[src/rtl/sram_port_arbiter.sv]
// sram_port_arbiter
// Shares one SRAM controller between two requesting ports.
//
// Parameters
//   PRIO_MODE : 0 = round-robin on ties, 1 = fixed priority (port 0 wins ties)
//   TIMEOUT   : maximum number of BUSY cycles an access may run (1..255)
//
// Ports
//   clk, rst                      : clock, asynchronous active-high reset
//   pX_wr_en / pX_rd_en           : port X request levels (write wins if both)
//   pX_addr / pX_wdata            : port X address and write data
//   pX_rdata / pX_ready           : port X read data and completion/idle flag
//   mem_wr_en / mem_rd_en         : enables towards the SRAM controller
//   mem_addr / mem_wdata          : forwarded address and write data
//   mem_rdata / mem_ready         : controller read data and ready
//   grant                         : one-hot current owner (00 = none)
//   timeout_err                   : sticky flag set when an access is aborted
module sram_port_arbiter #(
    parameter int PRIO_MODE = 0,
    parameter int TIMEOUT   = 255
) (
    input  logic        clk,
    input  logic        rst,
    input  logic        p0_wr_en,
    input  logic        p0_rd_en,
    input  logic [31:0] p0_addr,
    input  logic [31:0] p0_wdata,
    output logic [63:0] p0_rdata,
    output logic        p0_ready,
    input  logic        p1_wr_en,
    input  logic        p1_rd_en,
    input  logic [31:0] p1_addr,
    input  logic [31:0] p1_wdata,
    output logic [63:0] p1_rdata,
    output logic        p1_ready,
    output logic        mem_wr_en,
    output logic        mem_rd_en,
    output logic [31:0] mem_addr,
    output logic [31:0] mem_wdata,
    input  logic [63:0] mem_rdata,
    input  logic        mem_ready,
    output logic [1:0]  grant,
    output logic        timeout_err
);

    typedef enum logic [1:0] {IDLE, BUSY0, BUSY1, RELEASE} state_t;

    localparam logic       FIXED_PRIO    = (PRIO_MODE == 1);
    localparam logic [7:0] TIMEOUT_LIMIT = 8'(TIMEOUT);

    state_t      state, state_next;
    logic        last_grant, last_grant_next;
    logic [7:0]  wdog, wdog_next;
    logic        set_timeout;
    logic        completion;
    logic [63:0] p0_rdata_q, p1_rdata_q;

    logic req0, req1;
    logic sel_p1;
    logic sel_wr, sel_rd, sel_req;
    logic [31:0] sel_addr, sel_wdata;

    assign req0 = p0_wr_en | p0_rd_en;
    assign req1 = p1_wr_en | p1_rd_en;

    // Mux of the port that owns the controller while in a BUSY state
    assign sel_p1    = (state == BUSY1);
    assign sel_wr    = sel_p1 ? p1_wr_en  : p0_wr_en;
    assign sel_rd    = sel_p1 ? p1_rd_en  : p0_rd_en;
    assign sel_req   = sel_p1 ? req1      : req0;
    assign sel_addr  = sel_p1 ? p1_addr   : p0_addr;
    assign sel_wdata = sel_p1 ? p1_wdata  : p0_wdata;

    always_comb begin
        state_next      = state;
        last_grant_next = last_grant;
        wdog_next       = wdog;
        set_timeout     = 1'b0;
        completion      = 1'b0;
        grant           = 2'b00;
        mem_wr_en       = 1'b0;
        mem_rd_en       = 1'b0;
        mem_addr        = 32'h0;
        mem_wdata       = 32'h0;

        case (state)
            IDLE: begin
                // Every BUSY entry comes from IDLE, so clearing here clears on entry.
                wdog_next = 8'h00;
                // last_grant == 1 means port 1 owned last, so port 0 wins a tie.
                if (req0 && (!req1 || FIXED_PRIO || last_grant)) begin
                    state_next      = BUSY0;
                    last_grant_next = 1'b0;
                end else if (req1) begin
                    state_next      = BUSY1;
                    last_grant_next = 1'b1;
                end
            end
            BUSY0, BUSY1: begin
                grant      = sel_p1 ? 2'b10 : 2'b01;
                mem_wr_en  = sel_wr;
                mem_rd_en  = sel_rd & ~sel_wr;
                mem_addr   = sel_addr;
                mem_wdata  = sel_wdata;
                completion = (mem_wr_en | mem_rd_en) & mem_ready;
                wdog_next  = wdog + 8'd1;
                // A dropped request releases quietly; the watchdog only fires
                // once TIMEOUT BUSY cycles have passed with no completion.
                if (completion || !sel_req) begin
                    state_next = RELEASE;
                end else if (wdog_next == TIMEOUT_LIMIT) begin
                    state_next  = RELEASE;
                    set_timeout = 1'b1;
                end
            end
            RELEASE: begin
                state_next = IDLE;
            end
            default: begin
                state_next = IDLE;
            end
        endcase
    end

    always_ff @(posedge clk or posedge rst) begin
        if (rst) begin
            state       <= IDLE;
            last_grant  <= 1'b1;
            wdog        <= 8'h00;
            timeout_err <= 1'b0;
            p0_rdata_q  <= 64'h0;
            p1_rdata_q  <= 64'h0;
        end else begin
            state      <= state_next;
            last_grant <= last_grant_next;
            wdog       <= wdog_next;
            if (set_timeout) begin
                timeout_err <= 1'b1;
            end
            if (grant[0] && completion) begin
                p0_rdata_q <= mem_rdata;
            end
            if (grant[1] && completion) begin
                p1_rdata_q <= mem_rdata;
            end
        end
    end

    // Read data passes straight through in the completion cycle, then holds.
    assign p0_rdata = (grant[0] && completion) ? mem_rdata : p0_rdata_q;
    assign p1_rdata = (grant[1] && completion) ? mem_rdata : p1_rdata_q;

    // An idle port reads as ready; a requester only sees ready on completion.
    assign p0_ready = ~req0 | (grant[0] & completion);
    assign p1_ready = ~req1 | (grant[1] & completion);

endmodule

[config.mk]
export PLATFORM = sky130hd
export DESIGN_NAME = sram_port_arbiter
export DESIGN_NICKNAME = d
export VERILOG_FILES = /design/src/rtl/sram_port_arbiter.sv
export SDC_FILE = /design/constraint.sdc
export NUM_CORES = 1
export LEC_CHECK = 0
export ABC_AREA = 1
export CELL_PAD_IN_SITES_DETAIL_PLACEMENT = 1
export CELL_PAD_IN_SITES_GLOBAL_PLACEMENT = 2
export CORE_ASPECT_RATIO = 0.7
export CORE_MARGIN = 4
export CORE_UTILIZATION = 19
export CTS_CLUSTER_DIAMETER = 100
export DETAILED_ROUTE_END_ITERATION = 10
export PLACE_DENSITY_LB_ADDON = 0.1
export SETUP_SLACK_MARGIN = 0.5
export SLEW_MARGIN = 10
export SYNTH_ARGS = -nofsm -noshare
export SYNTH_HDL_FRONTEND = slang
export SYNTH_SLANG_ARGS = --single-unit
[constraint.sdc]
create_clock -name clk -period 6.6 [get_ports clk]
set_clock_uncertainty 0.05 [all_clocks]
set_input_delay 1.32 -clock clk [delete_from_list [all_inputs] [get_ports clk]]
set_output_delay 1.32 -clock clk [all_outputs]
set_load 0.02 [all_outputs]
==> summary.md, run 1 <==
| Metric | Value |
|---|---|
| CP peak stage delay | `0.65 ns` |
| Netlist Area Pre-Place | `6510 um2` |
| Count of cell types in the netlist | `19` |
| Total number of yosys warnings | `0` |
| Fin nets | `1,390` |
| ANT nets after route | `0` |
| Register Area | `3500 um2` |
| Final Cycle Share | `0.851` |
| Sw Pwr | `2840 uW` |
| Net Sw Frac | `0.444` |
| Cells after Synth | `809` |
| Maxcap violations | `0` |
| Port bufs | `397` |
| Peak VDD IR | `0.000236 V` |
| H-tree levels | `4` |
| Min-Delay Endpoint | `timeout_err$_DFFE_PP0P_` |
| Total CTS buffers | `17` |
| Row count | `56` |
| Global-route wire length before repair | `45,300 um` |
| Final slew viol count | `0` |
| Final Wtd Congestion | `0.761` |
| Synth Area per Inst | `8.05 um2` |
| Via count | `6,628` |
| Slowest-stage cell, CP | `clkdlybuf4s50_1` |
| Die Y | `163 um` |
| Area of placed instances | `10,800 um2` |
| # setup viols final | `0` |
| Core area | `33,600 um2` |
| Internal Power | `3550 uW` |
| Initial DRC Count | `284` |
| Status | `complete, no violations` |
| PnR Total Power | `6380 uW` |
| Post-CTS Hold Fix Bufs | `0` |
| Reg power frac | `0.206` |
| CP cell instances | `clkdlybuf4s50_1 -> inv_1 -> o21ai_0 -> inv_1 -> a21oi_2 -> nand3_4 -> buf_4 -> o21ai_0 -> clkdlybuf4s50_1` |
| WHS Path Cells | `1` |
| Footprint of the multi-input gates | `2390 um2` |
| Detailed Route WL | `30,200 um` |
| Post-DP HPWL | `23,100 um` |
| Final hold viol count | `0` |
| Post-cts sizing count | `0` |
| Post-DR vias/cell | `4.06` |
| Clk slew on worst S/H paths | `0.06 ns` |
| Clock network power share | `0.164` |
| Clk buf depth | `2` |
| Largest net degree at the start of global routing | `114` |
| Leak | `0.00511 uW` |
| Maximum fanout along the worst path | `47` |
| Postcts setup bufs | `0` |
| Worst hold path type | `register to register` |
| Number of nets produced by synthesis | `1,015` |
| Unrepaired setup endpoints after global routing | `false` |
| Critical path endpoint category | `primary output` |
| Die Wd | `229 um` |
| Starting Density | `0.194` |
| Min cycle time layout | `5.61 ns` |
| Fmax | `178 MHz` |
| DR pass1 iterations | `6` |
| TritonCTS clock tree | `done` |
| CTS sink count | `140` |
| Layout cells sized above 1 | `0.0393` |
| IO Pins | `398` |
| Total gr overflow | `0` |
| Worst R2R End | `p1_rdata_q[54]$_DFF_PP0_` |
| Worst EP arrival | `4.24 ns` |
| Final core utilization | `0.341` |
| Fillers | `3,930` |
| Design Area, Final | `11,500 um2` |
| Area Growth Syn to Fin | `75.8%` |
| Yosys reg bits | `140` |
| Slew HR | `0.438` |
| Drt wl/cell | `18.5 um` |
| Pin slew with the least headroom to its limit | `0.844 ns` |
| # DRC | `0` |
| Vias in the first global route | `7,126` |
| Comb power frac | `0.630` |
| Die area | `37,400 um2` |
| Worst-Skew Late Latency | `0.42 ns` |
| Sequential-to-total area share from yosys stat | `0.538` |
| Data required time of the critical path | `5.23 ns` |
| Worst R2R Path Depth | `6` |
| Pwr dens | `557 nW/um2` |
| Hold_sp | `timeout_err$_DFFE_PP0P_` |
| Root Driver | `clkbuf_16` |
| CP Launch Type | `input pin` |
| Crit Reg-Reg Startpoint | `state[0]$_DFFE_PP0P_` |
| Initial antenna violation count | `2` |
| Critical path class | `input pin to primary output` |
| Worst reg2reg setup slack | `3.76 ns` |
| GRT Util Overall | `0.159` |
| Setup TNS | `0 ns` |
synth_stat cells, drive strengths merged:
master	count	area (um2)
buf	26	230
o22ai	4	25.0
a21oi	1	8.76
dfrtp	139	3480
or2	1	6.26
inv	87	327
nor2	138	518
nand3	11	65.1
nand2	165	619
xor2	1	8.76
o21bai	1	7.51
ha	7	87.6
nor3	1	5.00
o21ai	203	1020
dfstp	1	26.3
clkbuf	23	86.3
cells by family after synthesis:
logic type      after synthesis  synth area share
fa+ha+maj                     7            0.0134
simple gates                316             0.186
flops                       140             0.538
buf+inv                     136            0.0987
xor+xnor                      1           0.00134
compound gates              209             0.162
area by class of cell:
class | instances | share of cell area
repair buffers | 405 | 0.353
multi-input cells | 533 | 0.208
clock inverters | 10 | 0.0141
diodes | 1 | 0.000219
clock buffers | 22 | 0.0414
well taps | 435 | 0.0475
inverters | 87 | 0.0290
flip-flops and latches | 140 | 0.306
power groups by stage:
stage / clock (uW) / combinational, uW / sequential, uW
final: 1050 / 4020 / 1310
after global routing: 1140 / 4390 / 1350
after CTS: 1090 / 4120 / 1320
after detailed placement: 0 / 4090 / 1330
after global placement: 0 / 4110 / 1320
after floorplan: 0 / 2080 / 1300
cell usage in the layout (no fill, tap or decap), drive strengths merged:
cell,netlist,layout
nand3,11,11
xor2,1,1
buf,26,8
a21oi,1,1
nand2,165,165
nor3,1,1
or2,1,1
clkinvlp,0,3
clkbuf,23,22
inv,87,88
o22ai,4,4
clkdlybuf4s50,0,397
o21ai,203,203
diode,0,1
dfrtp,139,139
clkinv,0,2
dfstp,1,1
nor2,138,138
o21bai,1,1
bufinv,0,4
ha,7,7
worst max-delay path: cells and delay by family:
family / cells / cell delay, ns
compound gates: 3 / 0.73
simple gates: 1 / 0.41
buf+inv: 5 / 1.74
layer usage:
metal	wire, um	GRT usage	vias to the layer above
met4	276	0.0417	2
li1	-	-	3309
met3	2650	0.0673	17
met1	12800	0.194	3104
met2	14400	0.262	196
met5	20	0	-
how the worst max path moves through the flow:
| stage | start | end | slack (ns) | cells after the start |
|---|---|---|---|---|
| 2_1_floorplan | rst | p0_rdata_q[0]$_DFF_PP0_ | 1.48 | 1 |
| 3_3_place_gp | p0_wr_en | p1_rdata[54] | 0.97 | 9 |
| 3_5_place_dp | p0_wr_en | p1_rdata[54] | 0.91 | 9 |
| 4_1_cts | p0_wr_en | p1_rdata[54] | 0.91 | 9 |
| 5_1_grt | p0_wr_en | p1_rdata[54] | 0.66 | 9 |
| 6_report | p0_wr_en | p1_rdata[54] | 0.99 | 9 |
registers in the layout (all words and copies together) (netlist names):
name	cells
state	2
p0_rdata_q	64
timeout_err	1
p1_rdata_q	64
last_grant	1
wdog	8
through the flow:
step | hold WS (ns) | instances | worst slack, ns
global route | 0.459 | 1633 | 0.662
global placement | 0.410 | 1600 | 0.968
CTS | 0.433 | 1632 | 0.909
floorplan | 0.419 | 809 | 1.48
finish | 0.428 | 1633 | 0.985
detailed placement | 0.415 | 1600 | 0.906
Power figures use the tool's default switching activity.
==> run 2, diff against run 1 <==
==> constraint.sdc (replaced) <==
create_clock -name clk -period 6.6 [get_ports clk]
set_clock_uncertainty 0.05 [all_clocks]
set_input_delay 0.99 -clock clk [delete_from_list [all_inputs] [get_ports clk]]
set_output_delay 0.99 -clock clk [all_outputs]
set_load 0.02 [all_outputs]
==> summary.md, run 2 (synthesized netlist as in run 1, its figures left out) <==
| Metric | Value |
|---|---|
| Status | `complete, no violations` |
| WHS Path Cells | `1` |
| DR pass1 iterations | `4` |
| CTS sink count | `140` |
| Worst R2R End | `p0_rdata_q[14]$_DFF_PP0_` |
| Fin nets | `1,390` |
| Area Growth Syn to Fin | `75.1%` |
| Post-DP HPWL | `23,200 um` |
| Detailed Route WL | `30,300 um` |
| Maximum fanout along the worst path | `55` |
| ANT nets after route | `0` |
| Worst-Skew Late Latency | `0.42 ns` |
| Critical path class | `input pin to primary output` |
| Final slew viol count | `0` |
| # DRC | `0` |
| CP endpoint | `p0_rdata[11]` |
| Slew HR | `0.445` |
| Design Area, Final | `11,400 um2` |
| Setup TNS | `0 ns` |
| Row count | `56` |
| Pin slew with the least headroom to its limit | `0.832 ns` |
| Maxcap violations | `0` |
| Post-DR vias/cell | `4.08` |
| Largest net degree at the start of global routing | `82` |
| Die Y | `163 um` |
| Critical path endpoint category | `primary output` |
| Starting Density | `0.194` |
| Total CTS buffers | `17` |
| Global-route wire length before repair | `45,400 um` |
| Start point of the critical path | `p0_wr_en` |
| Core area | `33,600 um2` |
| Final Wtd Congestion | `0.775` |
| Drt wl/cell | `18.6 um` |
| Post-CTS Hold Fix Bufs | `0` |
| H-tree levels | `4` |
| IO Pins | `398` |
| CP Launch Type | `input pin` |
| Worst EP arrival | `3.85 ns` |
| Min cycle time layout | `4.89 ns` |
| Biggest regs | `p0_rdata_q: 64 flops, p1_rdata_q: 64 flops, wdog: 8 flops` |
| Most common cell after layout, fill and taps aside | `clkdlybuf4s50_1` |
| TritonCTS clock tree | `done` |
| Layout cells sized above 1 | `0.0384` |
| Postcts setup bufs | `0` |
| # setup viols final | `0` |
| Fmax | `204 MHz` |
| Commonest non-fill, non-tap cells in the layout | `clkdlybuf4s50_1 (397), nand2_1 (165), dfrtp_1 (139)` |
| Pwr dens | `556 nW/um2` |
| Leak | `0.00509 uW` |
| Total gr overflow | `0` |
| Post-cts sizing count | `0` |
| Area of placed instances | `10,800 um2` |
| GRT Util Overall | `0.159` |
| Crit Reg-Reg Startpoint | `state[0]$_DFFE_PP0P_` |
| Worst reg2reg setup slack | `3.94 ns` |
| Fillers | `3,951` |
| Unrepaired setup endpoints after global routing | `false` |
| Initial antenna violation count | `3` |
| Die area | `37,400 um2` |
| Vias in the first global route | `7,184` |
| Clk slew on worst S/H paths | `0.06 ns` |
| Worst R2R Path Depth | `10` |
| Worst hold path type | `register to register` |
| Clk buf depth | `2` |
| Root Driver | `clkbuf_16` |
| Via count | `6,667` |
| Data required time of the critical path | `5.56 ns` |
| Port bufs | `397` |
| Final Cycle Share | `0.741` |
| Final hold viol count | `0` |
| Initial DRC Count | `289` |
| Die Wd | `229 um` |
| Peak VDD IR | `0.000195 V` |
run 2: changes by cell type in the layout (fill, tap and decap cells not counted), sizes merged:
cell    delta
bufinv     -1
clkinv     +2
inv        -1
run 2: layout make-up:
type	count	area [um2]	area share
Multi-Input combinational cell	533	2390	0.209
Antenna cell	1	2.50	0.000219
Inverter	87	332	0.0291
Timing Repair Buffer	405	4030	0.354
Clock inverter	10	140	0.0123
Clock buffer	22	464	0.0407
Tap cell	435	544	0.0477
Sequential cell	140	3500	0.307
run 2: power breakdown:
part           switching [uW]  internal (uW)  total [uW]  leakage, uW
Sequential                104           1210        1310      0.00179
Clock                     383            615         997     0.000286
Combinational            2370           1670        4030      0.00302
Total                    2850           3490        6340      0.00509
run 2: worst min path at each step:
stage / start / slack, ns / endpoint
after global placement: timeout_err$_DFFE_PP0P_ / 0.41 / timeout_err$_DFFE_PP0P_
after detailed placement: timeout_err$_DFFE_PP0P_ / 0.41 / timeout_err$_DFFE_PP0P_
after floorplan: last_grant$_DFFE_PP1P_ / 0.42 / last_grant$_DFFE_PP1P_
after CTS: timeout_err$_DFFE_PP0P_ / 0.43 / timeout_err$_DFFE_PP0P_
final: timeout_err$_DFFE_PP0P_ / 0.43 / timeout_err$_DFFE_PP0P_
after global routing: timeout_err$_DFFE_PP0P_ / 0.46 / timeout_err$_DFFE_PP0P_
run 2: per-layer routing:
metal,up-vias,track usage,part of all wire
met5,-,0,0.00063
met4,4,0.0370,0.010
met3,18,0.0687,0.088
met2,207,0.268,0.49
met1,3128,0.188,0.41
li1,3310,-,-
run 2: stage by stage:
step	std cells	setup WS, ns	power [uW]	hold WS, ns	util
6_report	1633	1.71	6340	0.429	0.339
2_1_floorplan	809	1.81	3380	0.419	-
3_3_place_gp	1600	1.67	5430	0.410	0.321
4_1_cts	1632	1.59	6480	0.432	0.339
3_5_place_dp	1600	1.61	5420	0.415	0.321
5_1_grt	1633	1.43	6810	0.456	0.339
run 2: worst max-delay path, stage by stage:
cell and delay [ns]:
clkdlybuf4s50_1 0.46, inv_1 0.05, o21ai_0 0.20, inv_1 0.12, a21oi_2 0.29, nand3_4 0.35, buf_4 0.43, o21ai_1 0.23
clkdlybuf4s50_1 0.68
==> run 3, diff against run 2 <==
--- a/config.mk
+++ b/config.mk
@@ -10,7 +10,7 @@
 export CELL_PAD_IN_SITES_GLOBAL_PLACEMENT = 2
 export CORE_ASPECT_RATIO = 0.7
 export CORE_MARGIN = 4
-export CORE_UTILIZATION = 19
+export CORE_UTILIZATION = 17
 export CTS_CLUSTER_DIAMETER = 100
 export DETAILED_ROUTE_END_ITERATION = 10
 export PLACE_DENSITY_LB_ADDON = 0.1
==> constraint.sdc (replaced) <==
create_clock -name clk -period 4.3 [get_ports clk]
set_clock_uncertainty 0.05 [all_clocks]
set_input_delay 0.645 -clock clk [delete_from_list [all_inputs] [get_ports clk]]
set_output_delay 0.645 -clock clk [all_outputs]
set_load 0.02 [all_outputs]
==> summary.md, run 3 (synthesized netlist as in run 1, its figures left out) <==
| Metric | Value |
|---|---|
| Row count | `59` |
| Worst EP arrival | `2.91 ns` |
| Global-route wire length before repair | `46,400 um` |
| Pin slew with the least headroom to its limit | `0.803 ns` |
| Post-DR vias/cell | `3.99` |
| CP Launch Type | `register` |
| Total gr overflow | `0` |
| Fmax | `277 MHz` |
| Worst R2R Path Depth | `7` |
| Initial antenna violation count | `7` |
| Final hold viol count | `0` |
| Placement Setup Slack | `0.276 ns` |
| Most common cell after layout, fill and taps aside | `clkdlybuf4s50_1` |
| Maxcap violations | `0` |
| Final cell count without fillers | `1,700` |
| Die Wd | `242 um` |
| Unrepaired setup endpoints after global routing | `true` |
| TritonCTS clock tree | `done` |
| Initial DRC Count | `257` |
| Drt wl/cell | `18.3 um` |
| Layout cells sized above 1 | `0.0579` |
| # DRC | `0` |
| Maximum fanout along the worst path | `10` |
| Biggest regs | `p0_rdata_q: 64 flops, p1_rdata_q: 64 flops, wdog: 8 flops` |
| Met2 wire length | `14,400 um` |
| CTS sink count | `140` |
| Critical path endpoint category | `primary output` |
| Die area | `41,600 um2` |
| Crit Reg-Reg Startpoint | `state[1]$_DFFE_PP0P_` |
| Min cycle time layout | `3.61 ns` |
| H-tree levels | `4` |
| Final core utilization | `0.306` |
| PnR Total Power | `9390 uW` |
| Pwr dens | `817 nW/um2` |
| Leak | `0.00553 uW` |
| Via count | `6,789` |
| Min-Delay Endpoint | `timeout_err$_DFFE_PP0P_` |
| Largest net degree at the start of global routing | `141` |
| Total CTS buffers | `17` |
| GRT Util Overall | `0.146` |
| Post-DP HPWL | `23,300 um` |
| Die Y | `172 um` |
| Final Cycle Share | `0.839` |
| Worst hold path type | `register to register` |
| Commonest non-fill, non-tap cells in the layout | `clkdlybuf4s50_1 (269), nand2_1 (165), dfrtp_1 (139)` |
| DR pass1 iterations | `7` |
| Worst R2R End | `wdog[4]$_DFFE_PP0P_` |
| Worst reg2reg setup slack | `2.03 ns` |
| Uppermost layer routed | `met5` |
| Port bufs | `397` |
| Setup ws final | `0.694 ns` |
| WHS Path Cells | `1` |
| Area Growth Syn to Fin | `76.3%` |
| Clk slew on worst S/H paths | `0.06 ns` |
| Slew HR | `0.465` |
| # setup viols final | `0` |
| Post-CTS Hold Fix Bufs | `0` |
| Setup TNS | `0 ns` |
| Hold_sp | `timeout_err$_DFFE_PP0P_` |
| Critical path class | `register to primary output` |
| Worst-Skew Late Latency | `0.42 ns` |
| Status | `complete, no violations` |
| IO Pins | `398` |
| Vias in the first global route | `7,276` |
| Dpl cells | `1,656` |
| ANT nets after route | `0` |
| Root Driver | `clkbuf_16` |
| Starting Density | `0.174` |
| Final slew viol count | `0` |
| Detailed Route WL | `31,000 um` |
| Final Wtd Congestion | `0.753` |
| Fin nets | `1,402` |
| DRT met1 WL | `13,100 um` |
| Peak VDD IR | `0.000305 V` |
| Data required time of the critical path | `3.61 ns` |
| Core area | `37,500 um2` |
| Clk buf depth | `2` |
| Met3 Wirelength | `2850 um` |
[run 3: worst max-delay path, cell delays in order, from the launching register on]
cell,delay (ns)
dfrtp_1,0.42
inv_2,0.12
ha_4,0.22
nand2_1,0.07
o21ai_1,0.10
inv_1,0.13
a21oi_4,0.22
nand3_2,0.28
o21ai_1,0.25
clkdlybuf4s50_1,0.67
[run 3: layer usage]
layer  up-vias  track usage
met2       218        0.239
met1      3171        0.173
met3        34       0.0706
met5         -            0
met4         8       0.0421
li1       3358            -
[run 3: metrics by stage]
stage,hold slack (ns),instance area [um2]
after floorplan,0.419,6520
after global placement,0.410,11000
after detailed placement,0.423,11000
after CTS,0.437,11500
after global routing,0.455,11500
final,0.429,11500
[run 3: worst max-delay path by stage]
stage	start	end
floorplan	state[0]$_DFFE_PP0P_	p1_rdata[54]
global placement	p0_wr_en	p1_rdata[39]
detailed placement	p0_wr_en	p1_rdata[44]
CTS	state[0]$_DFFE_PP0P_	p1_rdata[50]
global route	state[0]$_DFFE_PP0P_	p1_rdata[50]
finish	state[0]$_DFFE_PP0P_	p1_rdata[50]
[run 3: cell type report]
| type | instances | area [um2] |
|---|---|---|
| Timing Repair Buffer | 416 | 4030 |
| Clock inverter | 10 | 115 |
| Sequential cell | 140 | 3500 |
| Clock buffer | 21 | 470 |
| Inverter | 87 | 330 |
| Antenna cell | 4 | 10.0 |
| Multi-Input combinational cell | 534 | 2420 |
| Tap cell | 488 | 611 |
| Fill cell | 4428 | 26000 |
[run 3: repair_timing]
action	in CTS	in global routing
pin swaps	2	0
gates resized for setup	127	45
cloned	1	0
setup buffers	7	1
endpoints found under the setup margin	125	182
hold endpoints to repair	0	0
[run 3: power by group]
| group | internal (uW) | switching [uW] | total [uW] |
|---|---|---|---|
| Combinational | 2200 | 3680 | 5880 |
| Clock | 896 | 600 | 1500 |
| Sequential | 1860 | 155 | 2010 |
| Total | 4950 | 4440 | 9390 |
